**src/rtl/uart_tx.sv**
```systemverilog
// UART transmitter: start bit, DATA_WIDTH data bits LSB first, STOP_BITS stop bits,
// with a one-word holding register so back-to-back frames leave no idle gap.
module uart_tx #(
    parameter int CLK_FREQ   = 14745600,
    parameter int BAUDRATE   = 115200,
    parameter int DATA_WIDTH = 8,
    parameter int STOP_BITS  = 1
) (
    input  logic                  clk,
    input  logic                  reset,
    input  logic [DATA_WIDTH-1:0] send_data,
    input  logic                  start,
    output logic                  ready,
    output logic                  busy,
    output logic                  line
);

    localparam int CLKS_PER_BIT = CLK_FREQ / BAUDRATE;
    localparam int CNT_W        = (CLKS_PER_BIT > 1) ? $clog2(CLKS_PER_BIT) : 1;
    localparam int IDX_W        = (DATA_WIDTH > 1) ? $clog2(DATA_WIDTH) : 1;
    localparam logic [CNT_W-1:0] CNT_LAST  = CNT_W'(CLKS_PER_BIT - 1);
    localparam logic [IDX_W-1:0] IDX_LAST  = IDX_W'(DATA_WIDTH - 1);
    localparam logic             STOP_LAST = 1'(STOP_BITS - 1);

    typedef enum logic [1:0] {IDLE, START, DATA, STOP} state_t;

    state_t                state;
    logic [1:0]            rst_sync;
    logic                  rst_n;
    logic [CNT_W-1:0]      cnt;
    logic [IDX_W-1:0]      bit_idx;
    logic                  stop_idx;
    logic [DATA_WIDTH-1:0] shreg;
    logic [DATA_WIDTH-1:0] shnext;
    logic [DATA_WIDTH-1:0] hold;
    logic                  pending;
    logic                  accept;
    logic                  bit_done;
    logic                  last_stop;
    logic                  park;

    // Assert asynchronously, release two edges later so the FSM never sees a partial release.
    always_ff @(posedge clk or negedge reset) begin
        if (!reset) rst_sync <= '0;
        else        rst_sync <= {rst_sync[0], 1'b1};
    end
    assign rst_n = rst_sync[1];

    assign ready     = !pending;
    assign accept    = start && !pending;
    assign bit_done  = (cnt == CNT_LAST);
    assign last_stop = (state == STOP) && bit_done && (stop_idx == STOP_LAST);
    assign shnext    = shreg >> 1;
    // Words arriving mid-frame go to the holding slot, except on the final stop edge
    // where an empty slot lets the word launch directly.
    assign park      = accept && (state != IDLE) && !last_stop;

    always_ff @(posedge clk or negedge rst_n) begin
        if (!rst_n) begin
            state    <= IDLE;
            line     <= 1'b1;
            busy     <= 1'b0;
            pending  <= 1'b0;
            hold     <= '0;
            shreg    <= '0;
            cnt      <= '0;
            bit_idx  <= '0;
            stop_idx <= 1'b0;
        end else begin
            cnt <= bit_done ? '0 : cnt + 1'b1;
            if (park) begin
                hold    <= send_data;
                pending <= 1'b1;
            end
            case (state)
                IDLE: begin
                    cnt <= '0;
                    if (accept) begin
                        shreg <= send_data;
                        state <= START;
                        line  <= 1'b0;
                        busy  <= 1'b1;
                    end
                end
                START: begin
                    if (bit_done) begin
                        state   <= DATA;
                        line    <= shreg[0];
                        bit_idx <= '0;
                    end
                end
                DATA: begin
                    if (bit_done) begin
                        if (bit_idx == IDX_LAST) begin
                            state    <= STOP;
                            line     <= 1'b1;
                            stop_idx <= 1'b0;
                        end else begin
                            shreg   <= shnext;
                            line    <= shnext[0];
                            bit_idx <= bit_idx + 1'b1;
                        end
                    end
                end
                STOP: begin
                    if (last_stop) begin
                        if (pending) begin
                            shreg   <= hold;
                            pending <= 1'b0;
                            state   <= START;
                            line    <= 1'b0;
                        end else if (accept) begin
                            shreg <= send_data;
                            state <= START;
                            line  <= 1'b0;
                        end else begin
                            state <= IDLE;
                            busy  <= 1'b0;
                        end
                    end else if (bit_done) begin
                        stop_idx <= 1'b1;
                    end
                end
                default: begin
                    state <= IDLE;
                    line  <= 1'b1;
                    busy  <= 1'b0;
                end
            endcase
        end
    end

endmodule

```
**config.mk**
```make
export PLATFORM = sky130hd
export DESIGN_NAME = uart_tx
export DESIGN_NICKNAME = d
export VERILOG_FILES = /design/src/rtl/uart_tx.sv
export SDC_FILE = /design/constraint.sdc
export NUM_CORES = 1
export LEC_CHECK = 0
export ABC_CLOCK_PERIOD_IN_PS = 2580
export CORE_MARGIN = 4
export CORE_UTILIZATION = 50
export CTS_BUF_LIST = sky130_fd_sc_hd__clkbuf_4
export DETAILED_ROUTE_END_ITERATION = 8
export PLACE_DENSITY = 0.7
export SYNTH_ARGS = -nofsm -noshare
export SYNTH_HDL_FRONTEND = slang
export SYNTH_SLANG_ARGS = --single-unit
export TNS_END_PERCENT = 30
```
**constraint.sdc**
```tcl
create_clock -name clk -period 2.58 [get_ports clk]
set_input_delay 0.516 -clock clk [delete_from_list [all_inputs] [get_ports clk]]
set_output_delay 0.516 -clock clk [all_outputs]
set_load 0.01 [all_outputs]
```
* Word-level counts from Yosys, hierarchy flattened
Cells that the tools add are included.
Cells by class: add/sub/neg operators 2, multiply operators 0, divide/modulo/power cells 0, $lt $le $gt $ge 0, eq/ne operators 15, shifts and indexed selects 0, mux-type cells 41, bitwise gates (word level) 1, reduce and logical (&&, ||, !) cells 19
Operators with widths (count):
- $mux 8 | 5
- $pmux 8 s3 | 1
- $mux 1 | 20
- $ne 2x2->1 const B | 10
- $reduce_and 5->1 | 3
- $mux 7 | 2
- $mux 2 | 5
- $mux 3 | 3
- $pmux 2 s4 | 1
- $reduce_and 4->1 | 2
- $reduce_bool 2->1 | 4
- $add 7x1->7 const B | 1
- $eq 7x7->1 const B | 1
- $pmux 3 s2 | 1
- $logic_and 1x1->1 | 5
- $eq 2x2->1 const B | 2
- $pmux 1 s2 | 2
- $pmux 1 s4 | 1
- $add 3x1->3 const B | 1
- $eq 3x3->1 const B | 1
- $reduce_and 3->1 | 1
- $reduce_bool 3->1 | 1
- $eq 2x1->1 const B | 1
- $logic_not 1->1 | 2
- other kinds (2) | 2
Storage, ports and cells: flip-flop bits (word level) 34, bits in latches 0, memory bits (writable) 0, bits in read-only memories 0, input bits 11, output and inout bits 3, logic and storage cells 88, memories kept 0

* Depth between registers and ports, before layout
Gate-level depths: netlist of the first run.
word-level depth 9, gate-level depth with buffers 7, gate-level depth less buffers 6

* Least setup slack after synthesis of the first run
No wires, ideal clock.
path type register to register, from reg bit_idx[0], to reg shreg[2], arrival 1.648 ns, data required time 2.451 ns, path slack 0.802 ns, cell stages (with the launch flop) 7, path buffers 1, period minus slack after synthesis 1.778 ns, cell sequence dfrtp_1 > ha_1 > ha_1 > clkbuf_1 > o31ai_1 > nand3_2 > o2bb2ai_1
On the way: cells in the longest elaborated chain, start to end 3
RTL lines:
- from (decl) | RTL line 31 | logic [IDX_W-1:0] bit_idx;
- from (signal assigned) | RTL line 101 | bit_idx <= bit_idx + 1'b1;
- $eq 3x3->1 | RTL line 94 | if (bit_idx == IDX_LAST) begin
- $ne 2x2->1 (no line)
- $reduce_and 4->1 (no line)
- to (signal assigned) | RTL line 99 | shreg <= shnext;
- to (signal assigned) | RTL line 108 | shreg <= hold;
- to (signal assigned) | RTL line 113 | shreg <= send_data;
- to (decl) | RTL line 33 | logic [DATA_WIDTH-1:0] shreg;
No other way between the ends. A chain may end at the register's enable or synchronous reset.

* Final worst setup path of the first run
from reg pending, to out ready
On the way: cells in the longest elaborated chain, start to end 1
RTL lines:
- from (decl) | RTL line 36 | logic pending;
- from (signal assigned) | RTL line 63 | pending <= 1'b0;
- from (signal assigned) | RTL line 73 | pending <= 1'b1;
- from (signal assigned) | RTL line 109 | pending <= 1'b0;
- $logic_not 1->1 | RTL line 49 | assign ready = !pending;
- to (decl) | RTL line 13 | output logic ready,
No other way between the ends.

==> results of run 1 <==
==> synth_stat cells, types with 2 or more instances <==
cell type / n
dfrtp_1: 33
nand3_2: 2
o21ai_0: 4
inv_1: 5
a21oi_1: 7
nand2_1: 5
and2_1: 2
xor2_1: 2
clkbuf_1: 3
a31oi_1: 3
a222oi_1: 7
nor3_1: 7
ha_1: 8
a22o_1: 6
o2bb2ai_1: 8
nor2_1: 5
mux2_2: 9
xnor2_1: 2
nor2b_1: 4
==> cell families (layout without fill, tap and decap cells) <==
group / count (synthesis) / count (layout)
XOR/XNOR: 4 / 4
adder cells (fa/ha/maj): 8 / 8
AND/OR/NAND/NOR: 31 / 31
flip-flops: 34 / 34
buffers and inverters: 10 / 32
AO/OA/AOI/OAI: 45 / 45
other: 1 / 1
multiplexers: 10 / 10
==> sequential cells by signal (all words and copies together), names as in the netlist <==
name / count
cnt: 7
busy: 1
line: 1
hold: 8
stop_idx: 1
pending: 1
state: 2
bit_idx: 3
rst_sync: 2
shreg: 8
==> layer usage <==
layer	track usage (%)	part of all wire, %
met1	22.0	47
met5	0	0
met2	26.9	47
met3	5.27	4.6
met4	7.11	1.2
==> worst max-delay path: cells and delay by family (launching register included) <==
kind | cells | cell delay, ps
buf+inv | 2 | 650
flops | 1 | 460
==> placed cells by master (no fill, tap or decap), types with 3 or more instances in the layout <==
cell type        synthesis  layout
a21oi_1                  7       7
a31oi_1                  3       3
clkbuf_4                 0       5
nor3_1                   7       7
clkinv_1                 0       3
nor2_1                   5       5
ha_1                     8       8
o2bb2ai_1                8       8
nor2b_1                  4       4
clkdlybuf4s50_1          0      13
inv_1                    5       5
buf_4                    0       6
a22o_1                   6       6
dfrtp_1                 33      33
o21ai_0                  4       4
nand2_1                  5       5
mux2_2                   9       9
a222oi_1                 7       7
==> power by group through the flow <==
| stage | clock network, mW | logic (mW) | registers, mW |
|---|---|---|---|
| after global routing | 0.302 | 0.105 | 0.628 |
| after global placement | 0 | 0.0915 | 0.628 |
| after detailed placement | 0 | 0.0973 | 0.631 |
| after floorplan | 0 | 0.0593 | 0.626 |
| after CTS | 0.283 | 0.0977 | 0.620 |
| final | 0.268 | 0.0960 | 0.620 |
==> area by class of cell <==
cell class | instances | area (sq um)
clock buffer | 5 | 37.5
clock inverter | 3 | 11.3
fill | 271 | 1200
inverter | 5 | 18.8
multi-input combinational | 99 | 807
sequential | 34 | 852
tap | 44 | 55.1
timing repair buffer | 19 | 175
==> metrics by stage <==
| step | setup slack, ps | total power [mW] | hold slack (ps) | cells | instance area, sq um |
|---|---|---|---|---|---|
| after floorplan | 802 | 0.685 | 220 | 143 | 1700 |
| after global placement | 387 | 0.719 | 200 | 201 | 1910 |
| after detailed placement | 328 | 0.728 | 205 | 201 | 1910 |
| after CTS | 597 | 1.00 | 217 | 209 | 1960 |
| after global routing | 444 | 1.04 | 248 | 209 | 1960 |
| final | 615 | 0.984 | 193 | 209 | 1960 |
==> final timing paths <==
path / startpoint / endpoint / slack, ps / depth (start not counted)
max: pending / ready / 610 / 2
min: rst_sync[1] / busy / 190 / 0
max reg2reg: cnt[0] / hold[3] / 610 / 5
min reg2reg: rst_sync[1] / busy / 190 / 0
max in group asynchronous: rst_sync[1] / hold[3] / 1740 / 1
min in group clk: rst_sync[0] / rst_sync[1] / 370 / 0
==> parameters.txt, run 1 <==
Parameter                              Value

Logic synthesis
  Synth Area per Inst    11.9 sq um
  Fraction of the mapped netlist area in compound gates    21.8%
  Combinational family with the most area after synthesis    compound AO/OA/AOI/OAI gates
  Post-synthesis mux area share    6.56%
  Simple-gate area share of the yosys netlist    11.0%
  Share of synthesized area occupied by flip-flops and latches    50.2%
  Post-Syn Nets    162
  Number of distinct library cell variants in the gate-level netlist after synthesis    40
  Yosys reg bits    34
  Fraction of post-synthesis cell area in the top cell type by area    48.6%
  Share of synthesized cell area in full adder, half adder and majority cells    5.90%
  Yosys Warn Count    0
  Post-synthesis instance area    1700 sq um
  Top cell type by total area after synthesis    dfrtp_1
  Synthesized-area fraction occupied by xor and xnor cells    2.06%
  Leading register cell type out of synthesis    dfrtp_1
  Share of synthesized registers carrying an async set or reset    100%
  Number of enable-type register cells in the synthesized netlist    0
  Gate count after technology mapping    143
  Cells taking the most area after synthesis    dfrtp_1 49%, mux2_2 6.0%, ha_1 5.9%

Floorplan
  Number of top-level design ports    14
  X dimension of the die    66.3 um
  Height of the die    66.3 um
  Number of placement rows    20
  Core area    3150 sq um
  Total Die Area    4390 sq um
  Initial Utilization    53.8%

Place
  Routability Congestion    0.800
  HPWL after detailed placement    2370 um
  Number of buffer cells added on primary ports    13

CTS
  Post-cts gate resize count    0
  Clock slew at the register clock pins of the worst setup and hold paths    100 ps
  H-tree lvl count    2
  Num Clock Sinks    34
  CTS tree    done
  Root Driver    clkbuf_4
  Inserted Clock Buffers    5
  Clk Latency, worst-skew pair    340 ps
  Max Buffers Root-to-Sink    2
  Hold buffer count at CTS    0
  Total setup buffers inserted after CTS    0

Timing
  Worst slew slack as a fraction of its limit    64.2%
  Clock period minus final worst setup slack    1970 ps
  Achievable Freq    0.509 GHz
  Post-route clock skew    7.47 ps
  Worst Tran Pin Value    535 ps
  Final setup violation count    0
  Total count of max-transition violations in the final report    0
  Setup repair after global routing missed its margin    no
  Share of the clock period used by the worst path after layout    76.2%
  Count of endpoints failing hold in the final timing report    0
  Sum of negative setup slack    0 ps

Worst setup path
  Setup crit start kind    register
  CP arrival    1450 ps
  Worst Setup Path Type    reg -> out
  Largest fanout on the critical path    7
  Required @ worst endpoint    2060 ps
  Crit end category    primary output
  Cell-by-cell trace of the critical path    inv_1 -> clkdlybuf4s50_1
  Highest cell delay on the worst timing path    540 ps
  Highest-delay cell along the critical path    clkdlybuf4s50_1

Routing
  Drt pass-1 iters    7
  DR WL/cell    15.9 um
  Number of vias per cell    5.92
  Number of DRC violations after detailed-routing iteration 0    86
  WL final    3320 um
  Post-detailed-route count of antenna-violating nets    0
  DRC violations left    0
  Vias    1238

Power
  Reported leakage power    0.777 nW
  Net load switching power    237 uW
  Share of total power in combinational logic    9.7%
  Proportion of power drawn by flip-flops and latches    63.0%
  Sw Share    24.1%
  Max rail drop VDD    0.383 mV
  Internal Pwr Total    747 uW
  Portion of total power attributed to the clock network    27.2%
  PwrDens    503 nW/um^2

Layout
  Post-layout util    62.1%
  Count of inserted antenna diode cells    0
  Total number of nets in the final design    183
  Area overhead of the layout relative to synthesis    15.3%
  Share of final-layout standard cells stronger than drive strength 1    18.2%

Run status
  Outcome    completed

Global routing
  Congestion Overflow GR    0
  Vias in the first global route    1264
  Initial antenna violation count    0
  Global-route wire length before repair    5730 um
  Largest net degree at the start of global routing    22
  Total global-route track usage    17.2%

Hold path
  Worst min-delay path class    reg -> async

Run
  Maximum Capacitance Violations    0
Note: power is estimated with default switching activity, not from simulation.
==> inputs of run 2 (changes only) <==
- ABC_CLOCK_PERIOD_IN_PS: 2580 -> 1630
- PLACE_DENSITY: 0.7 -> 0.73
- clock period: 2.58 -> 1.63 ns (I/O delays scaled with it)
==> parameters.txt, run 2 (same netlist as run 1, synthesis figures left out) <==
Parameter                              Value

Global routing
  Congestion Overflow GR    0
  Largest net degree at the start of global routing    33
  Total global-route track usage    20.1%
  Initial antenna violation count    0
  Vias in the first global route    1436
  Global-route wire length before repair    6690 um

Worst setup path
  Largest fanout on the critical path    9
  Setup crit start kind    register
  CP arrival    1890 ps
  Cell count of the worst reg-to-reg path    6
  Worst Setup Path Type    reg -> reg
  Crit end category    register
  Required @ worst endpoint    1850 ps

Floorplan
  Core area    3150 sq um
  Height of the die    66.3 um
  Total Die Area    4390 sq um
  Number of placement rows    20
  X dimension of the die    66.3 um
  Initial Utilization    53.8%
  Number of top-level design ports    14

Routing
  M1 WL    1690 um
  Vias    1344
  DR WL/cell    17.2 um
  WL met3    140 um
  DRC violations left    0
  Number of DRC violations after detailed-routing iteration 0    104
  Post-detailed-route count of antenna-violating nets    0
  Top routing layer in use    met4
  Number of vias per cell    5.82
  Met2 wire length    2030 um
  Drt pass-1 iters    5
  WL final    3970 um

Layout
  Post-layout instance count excluding filler cells    231
  Leading cell types in the layout, fill and taps excluded    33 x dfrtp_1, 26 x buf_4, 10 x clkdlybuf4s50_1, 7 x mux2_4, 7 x a222oi_1
  Share of final-layout standard cells stronger than drive strength 1    38.0%
  Count of inserted antenna diode cells    0
  Total number of nets in the final design    205
  Most frequent standard cell in the layout excluding fill and tap cells    dfrtp_1
  Registers with the most flip-flops    hold x8, shreg x8, cnt x7
  Area overhead of the layout relative to synthesis    34.9%

Timing
  Setup repair after global routing missed its margin    yes
  Post-route clock skew    14.9 ps
  Clock period minus final worst setup slack    1670 ps
  Share of the clock period used by the worst path after layout    103%
  Sum of negative setup slack    -290 ps
  Final setup violation count    9
  Count of endpoints failing hold in the final timing report    0
  Worst-case setup margin in the final layout    -43.4 ps
  Achievable Freq    0.598 GHz
  Worst hold margin    149 ps
  Total count of max-transition violations in the final report    0

CTS
  Num Clock Sinks    34
  Clk Latency, worst-skew pair    340 ps
  Max Buffers Root-to-Sink    2
  CTS tree    done
  Hold buffer count at CTS    0
  Root Driver    clkbuf_4
  Clock slew at the register clock pins of the worst setup and hold paths    90 ps
  H-tree lvl count    2
  Inserted Clock Buffers    5

Power
  Reported leakage power    0.958 nW
  Total power of the final layout    1.63 mW
  PwrDens    711 nW/um^2
  Net load switching power    395 uW
  Share of total power in combinational logic    13.6%
  Max rail drop VDD    0.556 mV
  Proportion of power drawn by flip-flops and latches    60.4%
  Internal Pwr Total    1.23 mW
  Sw Share    24.2%
  Portion of total power attributed to the clock network    26.0%

Place
  Placed cell count    219
  Number of buffer cells added on primary ports    13
  Post-place setup slack    -205 ps
  HPWL after detailed placement    2700 um
  Routability Congestion    0.796

Hold path
  Worst min-delay path class    in -> async

Run status
  Outcome    complete, but fails checks
  Violations in the final reports    negative setup slack

Run
  Maximum Capacitance Violations    0
-- run 2: cell count changes in the layout (fill, tap and decap cells not counted), sizes merged --
cell,before,now
dlygate4sd2,0,2
clkdlybuf4s50,13,10
buf,6,28
clkdlybuf4s15,0,1
-- run 2: final timing paths --
kind,to,startpoint,slack (ps)
max,hold[2],cnt[1],-40
min,rst_sync[0],reset,150
max reg2reg,hold[2],cnt[1],-40
min reg2reg,shreg[2],rst_sync[1],250
max in group asynchronous,line,rst_sync[1],1060
min in group clk,rst_sync[1],rst_sync[0],360
-- run 2: what timing repair did --
item                                    CTS  global route
cloned                                    0             0
gates resized for setup                   8            31
pin swaps                                 0            15
endpoints found under the setup margin   23            22
buffers inserted                          1             3
-- run 2: per-stage QoR --
step	utilization (%)	instance area, sq um
final	72.6	2290
after detailed placement	65.4	2060
after CTS	67.5	2130
after global routing	72.6	2290
after floorplan	-	1700
after global placement	65.4	2060
-- run 2: power groups by stage --
stage	logic, mW	clock network (mW)	registers, mW
2_1_floorplan	0.0939	0	0.990
3_3_place_gp	0.164	0	0.991
3_5_place_dp	0.176	0	0.995
4_1_cts	0.178	0.440	0.978
5_1_grt	0.239	0.488	0.995
6_report	0.221	0.424	0.983
-- run 2: area by class of cell --
class	count	area (sq um)
fill	239	863
inverter	5	18.8
timing repair buffer	41	354
sequential	34	852
clock buffer	5	37.5
clock inverter	3	11.3
multi-input combinational	99	961
tap	44	55.1
-- run 2: routing by layer --
| metal | track usage [%] | up-vias |
|---|---|---|
| met5 | 0 | - |
| met4 | 8.12 | 0 |
| met3 | 4.76 | 10 |
| met2 | 32.1 | 36 |
| met1 | 26.1 | 665 |
| li1 | - | 633 |
-- run 2: worst max-delay path, cell delays in order (launching register included) --
cell	delay [ps]
dfrtp_1	370
ha_2	210
nand3_4	140
nor3_4	280
a211oi_4	100
buf_12	160
mux2_4	290
==> inputs of run 3 (changes only) <==
- SLEW_MARGIN: default -> 10
==> results of run 3 <==
The final DEF is identical to that of run 2; final timing and power are the same.
